`src/rtl/multicycle_divider_pkg.sv`:
```
// Shared types and constants for the iterative radix-2 divider.
// Optional feature macro: DIVIDER_EARLY_OUT_EN (see multicycle_divider.sv).
package multicycle_divider_pkg;

  typedef enum logic [1:0] {
    IDLE = 2'd0,
    CALC = 2'd1,
    FIX  = 2'd2,
    DONE = 2'd3
  } div_state_t;

  // Widest WIDTH the constant helpers below can describe.
  localparam int MAX_WIDTH = 256;

  // Divide-by-zero quotient: all ones in the low w bits.
  function automatic logic [MAX_WIDTH-1:0] div0_quotient(input int w);
    return {MAX_WIDTH{1'b1}} >> (MAX_WIDTH - w);
  endfunction

  // Most negative two's-complement value of a w-bit word.
  function automatic logic [MAX_WIDTH-1:0] signed_min(input int w);
    return {{(MAX_WIDTH-1){1'b0}}, 1'b1} << (w - 1);
  endfunction

endpackage

```
`src/rtl/multicycle_divider_if.sv`:
```
// Operand/result handshake bundle for multicycle_divider.
interface multicycle_divider_if #(parameter int WIDTH = 64);
  logic             in_valid;
  logic             in_ready;
  logic             is_signed;
  logic [WIDTH-1:0] a;
  logic [WIDTH-1:0] b;
  logic             out_valid;
  logic             out_ready;
  logic [WIDTH-1:0] quotient;
  logic [WIDTH-1:0] remainder;

  modport master (
    output in_valid, is_signed, a, b, out_ready,
    input  in_ready, out_valid, quotient, remainder
  );

  modport slave (
    input  in_valid, is_signed, a, b, out_ready,
    output in_ready, out_valid, quotient, remainder
  );
endinterface

```
`src/rtl/multicycle_divider_step.sv`:
```
// One restoring-division step on the {rem, quo} partial word.
module divider_step #(
  parameter int WIDTH = 64
) (
  input  logic [2*WIDTH-1:0] partial_i,
  input  logic [WIDTH-1:0]   divisor_i,
  output logic [2*WIDTH-1:0] partial_o
);
  logic [WIDTH:0]   shifted;
  logic [WIDTH-1:0] diff;

  // Shift in the next dividend bit, subtract if it fits, record the quotient bit.
  always_comb begin
    shifted = partial_i[2*WIDTH-1:WIDTH-1];
    // Remainder stays below the divisor, so the low WIDTH bits of the difference suffice.
    diff    = shifted[WIDTH-1:0] - divisor_i;
    if (shifted >= {1'b0, divisor_i})
      partial_o = {diff, partial_i[WIDTH-2:0], 1'b1};
    else
      partial_o = {shifted[WIDTH-1:0], partial_i[WIDTH-2:0], 1'b0};
  end
endmodule

```
`src/rtl/multicycle_divider.sv`:
```
// Iterative radix-2 restoring divider, signed/unsigned, valid/ready on both sides.
// Optional: DIVIDER_EARLY_OUT_EN skips the iteration when |a| < |b|.
module multicycle_divider #(
  parameter int WIDTH = 64
) (
  input logic                 clk,
  input logic                 resetn,
  input logic                 flush,
  multicycle_divider_if.slave io
);
  import multicycle_divider_pkg::*;

  localparam int CNT_W = $clog2(WIDTH + 1);

  localparam logic [1:0] S_IDLE = IDLE;
  localparam logic [1:0] S_CALC = CALC;
  localparam logic [1:0] S_FIX  = FIX;
  localparam logic [1:0] S_DONE = DONE;

  localparam logic [WIDTH-1:0] Q_DIV0 = WIDTH'(div0_quotient(WIDTH));
  localparam logic [WIDTH-1:0] S_MIN  = WIDTH'(signed_min(WIDTH));
  localparam logic [WIDTH-1:0] ZERO   = '0;

  logic [1:0]         state_q, state_d;
  logic [CNT_W-1:0]   cnt_q, cnt_d;
  // {remainder, quotient}; also serves as the result register in DONE.
  logic [2*WIDTH-1:0] part_q, part_d;
  logic [WIDTH-1:0]   dvs_q, dvs_d;
  logic               neg_quo_q, neg_quo_d;
  logic               neg_rem_q, neg_rem_d;

  logic               sa, sb;
  logic [WIDTH-1:0]   abs_a, abs_b;
  logic [WIDTH-1:0]   fix_quo, fix_rem;
  logic [2*WIDTH-1:0] step_nxt;

  divider_step #(.WIDTH(WIDTH)) u_step (
    .partial_i (part_q),
    .divisor_i (dvs_q),
    .partial_o (step_nxt)
  );

  // Next-state, operand capture, iteration and sign fixup.
  always_comb begin
    state_d   = state_q;
    cnt_d     = cnt_q;
    part_d    = part_q;
    dvs_d     = dvs_q;
    neg_quo_d = neg_quo_q;
    neg_rem_d = neg_rem_q;

    sa      = io.is_signed & io.a[WIDTH-1];
    sb      = io.is_signed & io.b[WIDTH-1];
    // MIN negates to itself and is then read as an unsigned magnitude.
    abs_a   = sa ? -io.a : io.a;
    abs_b   = sb ? -io.b : io.b;
    fix_quo = neg_quo_q ? -part_q[WIDTH-1:0]       : part_q[WIDTH-1:0];
    fix_rem = neg_rem_q ? -part_q[2*WIDTH-1:WIDTH] : part_q[2*WIDTH-1:WIDTH];

    case (state_q)
      S_IDLE: begin
        if (io.in_valid && !flush) begin
          neg_quo_d = sa ^ sb;
          neg_rem_d = sa;
          dvs_d     = abs_b;
          if (io.b == ZERO) begin
            part_d  = {io.a, Q_DIV0};
            state_d = S_DONE;
          end else if (io.is_signed && io.a == S_MIN && io.b == Q_DIV0) begin
            part_d  = {ZERO, S_MIN};
            state_d = S_DONE;
          end
`ifdef DIVIDER_EARLY_OUT_EN
          else if (abs_a < abs_b) begin
            part_d  = {abs_a, ZERO};
            state_d = S_FIX;
          end
`endif
          else begin
            part_d  = {ZERO, abs_a};
            cnt_d   = CNT_W'(WIDTH);
            state_d = S_CALC;
          end
        end
      end
      S_CALC: begin
        part_d = step_nxt;
        cnt_d  = cnt_q - CNT_W'(1);
        if (cnt_q == CNT_W'(1)) state_d = S_FIX;
      end
      S_FIX: begin
        part_d  = {fix_rem, fix_quo};
        state_d = S_DONE;
      end
      S_DONE: begin
        if (io.out_ready) state_d = S_IDLE;
      end
      default: state_d = S_IDLE;
    endcase

    // Pipeline redirect wins over every handshake.
    if (flush) state_d = S_IDLE;
  end

  // State and datapath registers.
  always_ff @(posedge clk or negedge resetn) begin
    if (!resetn) begin
      state_q   <= S_IDLE;
      cnt_q     <= '0;
      part_q    <= '0;
      dvs_q     <= '0;
      neg_quo_q <= 1'b0;
      neg_rem_q <= 1'b0;
    end else begin
      state_q   <= state_d;
      cnt_q     <= cnt_d;
      part_q    <= part_d;
      dvs_q     <= dvs_d;
      neg_quo_q <= neg_quo_d;
      neg_rem_q <= neg_rem_d;
    end
  end

  // Handshake outputs decode registered state only.
  assign io.in_ready  = (state_q == S_IDLE);
  assign io.out_valid = (state_q == S_DONE);
  assign io.quotient  = part_q[WIDTH-1:0];
  assign io.remainder = part_q[2*WIDTH-1:WIDTH];

endmodule
```
`src/flat_wrapper.sv`:
```
// flat-port wrapper written by rule: the top's interface ports become plain ports
module multicycle_divider_flat import multicycle_divider_pkg::*;
#(
  parameter int WIDTH = 64
)
  (clk, resetn, flush, io_in_valid, io_is_signed, io_a, io_b, io_out_ready, io_in_ready, io_out_valid, io_quotient, io_remainder);
  multicycle_divider_if #(.WIDTH(WIDTH)) io_i ();
  input logic clk;
  input logic resetn;
  input logic flush;
  input wire logic [$bits(io_i.in_valid)-1:0] io_in_valid;
  input wire logic [$bits(io_i.is_signed)-1:0] io_is_signed;
  input wire logic [$bits(io_i.a)-1:0] io_a;
  input wire logic [$bits(io_i.b)-1:0] io_b;
  input wire logic [$bits(io_i.out_ready)-1:0] io_out_ready;
  output wire logic [$bits(io_i.in_ready)-1:0] io_in_ready;
  output wire logic [$bits(io_i.out_valid)-1:0] io_out_valid;
  output wire logic [$bits(io_i.quotient)-1:0] io_quotient;
  output wire logic [$bits(io_i.remainder)-1:0] io_remainder;
  assign io_i.in_valid = io_in_valid;
  assign io_i.is_signed = io_is_signed;
  assign io_i.a = io_a;
  assign io_i.b = io_b;
  assign io_i.out_ready = io_out_ready;
  assign io_in_ready = io_i.in_ready;
  assign io_out_valid = io_i.out_valid;
  assign io_quotient = io_i.quotient;
  assign io_remainder = io_i.remainder;
  multicycle_divider #(.WIDTH(WIDTH)) u_core (.clk(clk), .resetn(resetn), .flush(flush), .io(io_i));
endmodule
```
`config.mk`:
```
export PLATFORM = sky130hd
export DESIGN_NAME = multicycle_divider_flat
export DESIGN_NICKNAME = d
export VERILOG_FILES = /design/src/rtl/multicycle_divider_pkg.sv /design/src/rtl/multicycle_divider_if.sv /design/src/rtl/multicycle_divider_step.sv /design/src/rtl/multicycle_divider.sv /design/src/flat_wrapper.sv
export SDC_FILE = /design/constraint.sdc
export NUM_CORES = 1
export LEC_CHECK = 0
export ABC_AREA = 1
export CAP_MARGIN = 20
export CELL_PAD_IN_SITES_DETAIL_PLACEMENT = 0
export CELL_PAD_IN_SITES_GLOBAL_PLACEMENT = 2
export CORE_MARGIN = 4
export CORE_UTILIZATION = 30
export CTS_BUF_LIST = sky130_fd_sc_hd__clkbuf_8 sky130_fd_sc_hd__clkbuf_16
export CTS_CLUSTER_DIAMETER = 40
export DETAILED_ROUTE_END_ITERATION = 8
export HOLD_SLACK_MARGIN = 0.12
export PLACE_DENSITY_LB_ADDON = 0.1
export SLEW_MARGIN = 30
export SYNTH_ARGS = -nofsm -noshare
export SYNTH_HDL_FRONTEND = slang
export SYNTH_HIERARCHICAL = 1
export SYNTH_SLANG_ARGS = --single-unit
```
`constraint.sdc`:
```
create_clock -name clk -period 3.18 [get_ports clk]
set_input_delay 0.636 -clock clk [delete_from_list [all_inputs] [get_ports clk]]
set_output_delay 0.636 -clock clk [all_outputs]
set_load 0.1 [all_outputs]
```
==> results.md <==
- For this run, the total global-route usage over all layers was measured as 0.3451.
- The internal power is 19170 uW.
- The worst register-to-register path has a depth of 15.
- At the end of routability-driven placement, the weighted congestion stood at 1.024.
- The worst-case clock buffer depth is 3.
- 0 antenna diodes ended up in the layout.
- The core area is 88920 um2.
- The cell type group with the largest total delay on the critical path is simple AND/OR/NAND/NOR gates.
- The launch instance of the worst register-to-register path is u_core/part_q[83].
- The gate count of the mapped netlist is 5121.
- The die is 308.3 um wide.
- The clock tree from TritonCTS is built.
- The total overflow reported by the global router is 0.
- The element type at the critical path start is a register.
- The library cell used most frequently in the layout, excluding fill and tap cells, is sky130_fd_sc_hd__nand2_1.
- The final clock period utilization by the worst path is 0.9701.
- The count of buffering cells on the critical path with inverters included is 1.
- For the final database, setup skew stands at 0.03579 ns.
- The cell row count is 109.
- The fraction of the mapped netlist area in simple logic gates is 0.5221.
- The post-synthesis net count is 5331.
- The final count of hold timing violations is 0.
- The count of buffers added on input and output ports is 263.
- The number of global-route vias before repair came to 33508.
- The part of the Yosys area used for sequential elements is 0.1878.
- Of the total power, registers draw 0.113.
- The final standard cell area without fillers is 36290 um2.
- The final route contains 35746 vias.
- By area, the combinational part of the netlist is dominated by simple AND/OR/NAND/NOR gates.
- VDD sags by at most 0.6682 mV.
- In this design, the stage delay of the slowest critical-path cell is 0.44 ns.
- In the layout the commonest cells are sky130_fd_sc_hd__nand2_1 (2004), sky130_fd_sc_hd__nor2_1 (672), sky130_fd_sc_hd__inv_1 (635).
- The Yosys step of the flow raised 6 warnings.
- STA puts the critical path data required time at 3.76 ns.
- The root buffer cell chosen for the clock tree is sky130_fd_sc_hd__clkbuf_16.
- The portion of netlist area occupied by mux cells is 0.
- The synthesized-area fraction occupied by ao, oa, aoi and oai cells came to 0.09030.
- The average size of a mapped cell is 5.282 um2.
- The initial DRC count is 4110.
- After detailed routing, the average wire length per cell comes to 24.38 um.
- The I/O pin count is 264.
- The max-capacitance violation count is 0.
- The post-route total power is 48300 uW.
- The startpoint identified for the worst hold timing path is u_core/dvs_q[57].
- The critical path goes through ha_1 -> nand2_1 -> nor2_2 -> nand2_1 -> nor3_1 -> nand2_1 -> nand2_1 -> buf_4 -> xor2_1 -> nand2_1 -> nand2_1 -> a21oi_1 -> o21ai_0 -> nand3_1 -> nand2_1.
- The minimum setup slack among reg-to-reg paths is 0.1 ns.
- In this run the vertical extent of the chip is 308.3 um.
- The worst setup path is captured at a register.
- The cell type with the highest occurrence count on the critical path is sky130_fd_sc_hd__nand2_1.
- In this run the power spent charging and discharging nets is 29120 uW.
- The leakage dissipation is 0.01880 uW.
- Once detail routing completed, the nets flagged for antenna violations numbered 0.
- The synthesized design contains 203 register bits.
- The maximum clock rate is 324.2 MHz.
- The total of endpoints with negative setup slack in the final report is 0.
- Clock-pin slew was measured on the worst setup and hold paths at 0.05 ns.
- The peak fanout along the critical path is 4.
- For the worst-skew pair, the clock arrives at the later sink with an insertion delay of 0.64 ns.
- The number of distinct library cell variants in the gate-level netlist after synthesis is 55.
- The flow ran to the end, and the final reports show no timing, DRC or antenna violations.
- Entering global routing, the biggest net connects 135 pins.
- The detailed placer's ending HPWL is 143.0 mm.
- The number of pins with negative max-slew slack in the final report was 0.
- The data arrival time of the critical path is 3.66 ns.
- The smallest clock period supported by the final layout is computed as 3.085 ns.
- Of the total synthesized cell area, the portion taken by XOR and XNOR cells is 0.03173.
- Setup repair after global routing could not meet its margin everywhere.
- The cell area that synthesis handed to floorplanning was 27050 um2.
- The die area is 95020 um2.
- The worst hold path was traced through 2 stages.
- The sink count of the clock tree is 203.
- The sum of routed wire length over all layers is 169.4 mm.
- The type of the setup path with the least slack is reg2reg.
- For this configuration, the core starts out at a cell density of 0.3042.
- The layout overhead on the synthesized area is 34.19%.
- The CTS buffer count is 60.
- The number of antenna violations at the first check in global routing was 7.
- The part of the power in combinational logic is 0.752.
- In the final design database the tool counted 5941 nets.
- The proportion of layout cells with a drive suffix above 1 is 0.1524.
- Summing all placed instances gives a cell area of 33690 um2.
- The switching share of power is 0.6030.
- At the pin with the least slew margin, the transition time is 0.9341 ns.
- The destination of the worst register-to-register timing path is u_core/part_q[93].
- Of the total synthesized cell area, the portion taken by full adders, half adders and majority gates is 0.03544.
- After detailed routing, the number of vias per cell comes to 5.146.
- For hold timing, the worst endpoint is u_core/dvs_q[57].
- Dividing total power by cell area gives a power density of 1331 nW/um2.
- The slowest stage of the critical path is the sky130_fd_sc_hd__dfrtp_1 cell.
- The share of power burned in the clock network is 0.135.
- The number of detailed-route iterations in the first pass is 8.
- The kind of path behind the tightest hold check is reg2reg.
- The global-route wire length before repair is 237.1 mm.
- After detailed routing, the number of remaining DRC violations is 0.
- CTS built an H-tree with a depth of 2.
- The worst pin sits at a relative slew slack of 0.3773.
worst max-delay path by stage:
| stage | start | end | slack, ns | cells past startpoint |
|---|---|---|---|---|
| after global routing | u_core/dvs_q[8] | u_core/part_q[68] | -0.01 | 21 |
| after floorplan | u_core/part_q[119] | u_core/part_q[68] | 0.08 | 15 |
| final | u_core/part_q[83] | u_core/part_q[93] | 0.1 | 15 |
| after CTS | u_core/dvs_q[36] | u_core/part_q[125] | 0.07 | 19 |
| after global placement | io_b[2] | u_core/dvs_q[55] | -0.23 | 14 |
| after detailed placement | io_b[2] | u_core/dvs_q[55] | -0.24 | 14 |
stage by stage:
stage	util	hold slack (ns)	TNS, ns	setup WS, ns	std cells
after floorplan	-	0.3404	0	0.07812	5121
after global placement	0.3789	0.4625	-0.9795	-0.2299	6829
after detailed placement	0.3789	0.4667	-0.4408	-0.2363	6829
after CTS	0.4038	0.4803	0	0.06560	6942
after global routing	0.4082	0.5078	-0.02659	-0.01084	6946
final	0.4082	0.4761	0	0.09507	6946
routing by layer:
metal / routed length (um) / share of wire / GRT usage / up-vias
li1: - / - / - / 17247
met4: 6308 / 0.037 / 0.1164 / 2
met2: 71310 / 0.42 / 0.5205 / 1500
met5: 10 / 0.000059 / 0 / -
met3: 15010 / 0.089 / 0.07656 / 235
met1: 76730 / 0.45 / 0.4858 / 16762
repair_timing:
action	4_1_cts	5_1_grt
setup endpoints to repair	2	51
hold buffers	1	0
setup buffers	0	4
gates resized for setup	1	73
pin swaps	0	1
endpoints found under the hold margin	67	0
registers in the layout, indices dropped and copies added (netlist names):
| name | flops |
|---|---|
| u_core/dvs_q | 64 |
| u_core/cnt_q | 7 |
| u_core/part_q | 128 |
| u_core/neg_rem_q | 1 |
| u_core/state_q | 2 |
| u_core/neg_quo_q | 1 |
power by group through the flow:
| stage | registers (uW) | logic (uW) | clock network (uW) |
|---|---|---|---|
| 6_report | 5460 | 36300 | 6530 |
| 3_3_place_gp | 5430 | 35000 | 0 |
| 4_1_cts | 5410 | 35000 | 6610 |
| 2_1_floorplan | 9980 | 16500 | 0 |
| 3_5_place_dp | 5440 | 34900 | 0 |
| 5_1_grt | 5580 | 38900 | 6750 |
worst reg2reg max path, delay by kind of cell, from the launching register on:
family / cells / cell delay, ns
simple gates: 10 / 1.52
flops: 1 / 0.44
fa+ha+maj: 1 / 0.38
xor+xnor: 1 / 0.35
compound gates: 2 / 0.21
buf+inv: 1 / 0.15
cells by family after synthesis:
logic type / after synthesis
buffers and inverters: 866
AO/OA/AOI/OAI: 463
XOR/XNOR: 98
adder cells (fa/ha/maj): 76
AND/OR/NAND/NOR: 3415
flip-flops: 203
layout make-up:
cell class | instances | area (um2)
multi-input cells | 4052 | 18750
flip-flops and latches | 203 | 5080
clock inverters | 42 | 559.3
well taps | 1165 | 1458
clock buffers | 70 | 1639
inverters | 671 | 2521
repair buffers | 743 | 6291
fillers | 10177 | 52630
cells in the mapped netlist, drive strengths merged:
cell type | count | area (um2)
a21boi | 5 | 37.54
nand3 | 498 | 2515
dfrtp | 203 | 5080
a31o | 1 | 8.760
clkinv | 1 | 3.750
ha | 75 | 938.4
o31ai | 4 | 30.03
and2 | 4 | 25.02
nand3b | 42 | 315.3
inv | 670 | 2515
o22ai | 2 | 12.51
buf | 108 | 740.7
a22oi | 9 | 67.56
a22o | 1 | 8.760
a21o | 1 | 7.510
a211oi | 1 | 7.510
nor4 | 6 | 37.54
a31oi | 2 | 12.51
and3 | 3 | 18.77
xnor2 | 15 | 131.4
o211ai | 10 | 75.07
a2bb2oi | 1 | 8.760
a21oi | 232 | 1176
fa | 1 | 20.02
nor3 | 27 | 145.1
o21ai | 188 | 940.9
o2111ai | 1 | 8.760
nand2 | 2029 | 7671
clkbuf | 87 | 326.6
or2 | 14 | 87.59
nor2 | 722 | 2854
xor2 | 83 | 727.0
o21bai | 4 | 30.03
nand4 | 70 | 452.9
a221o | 1 | 10.01
Note: power is estimated with default switching activity, not from simulation.
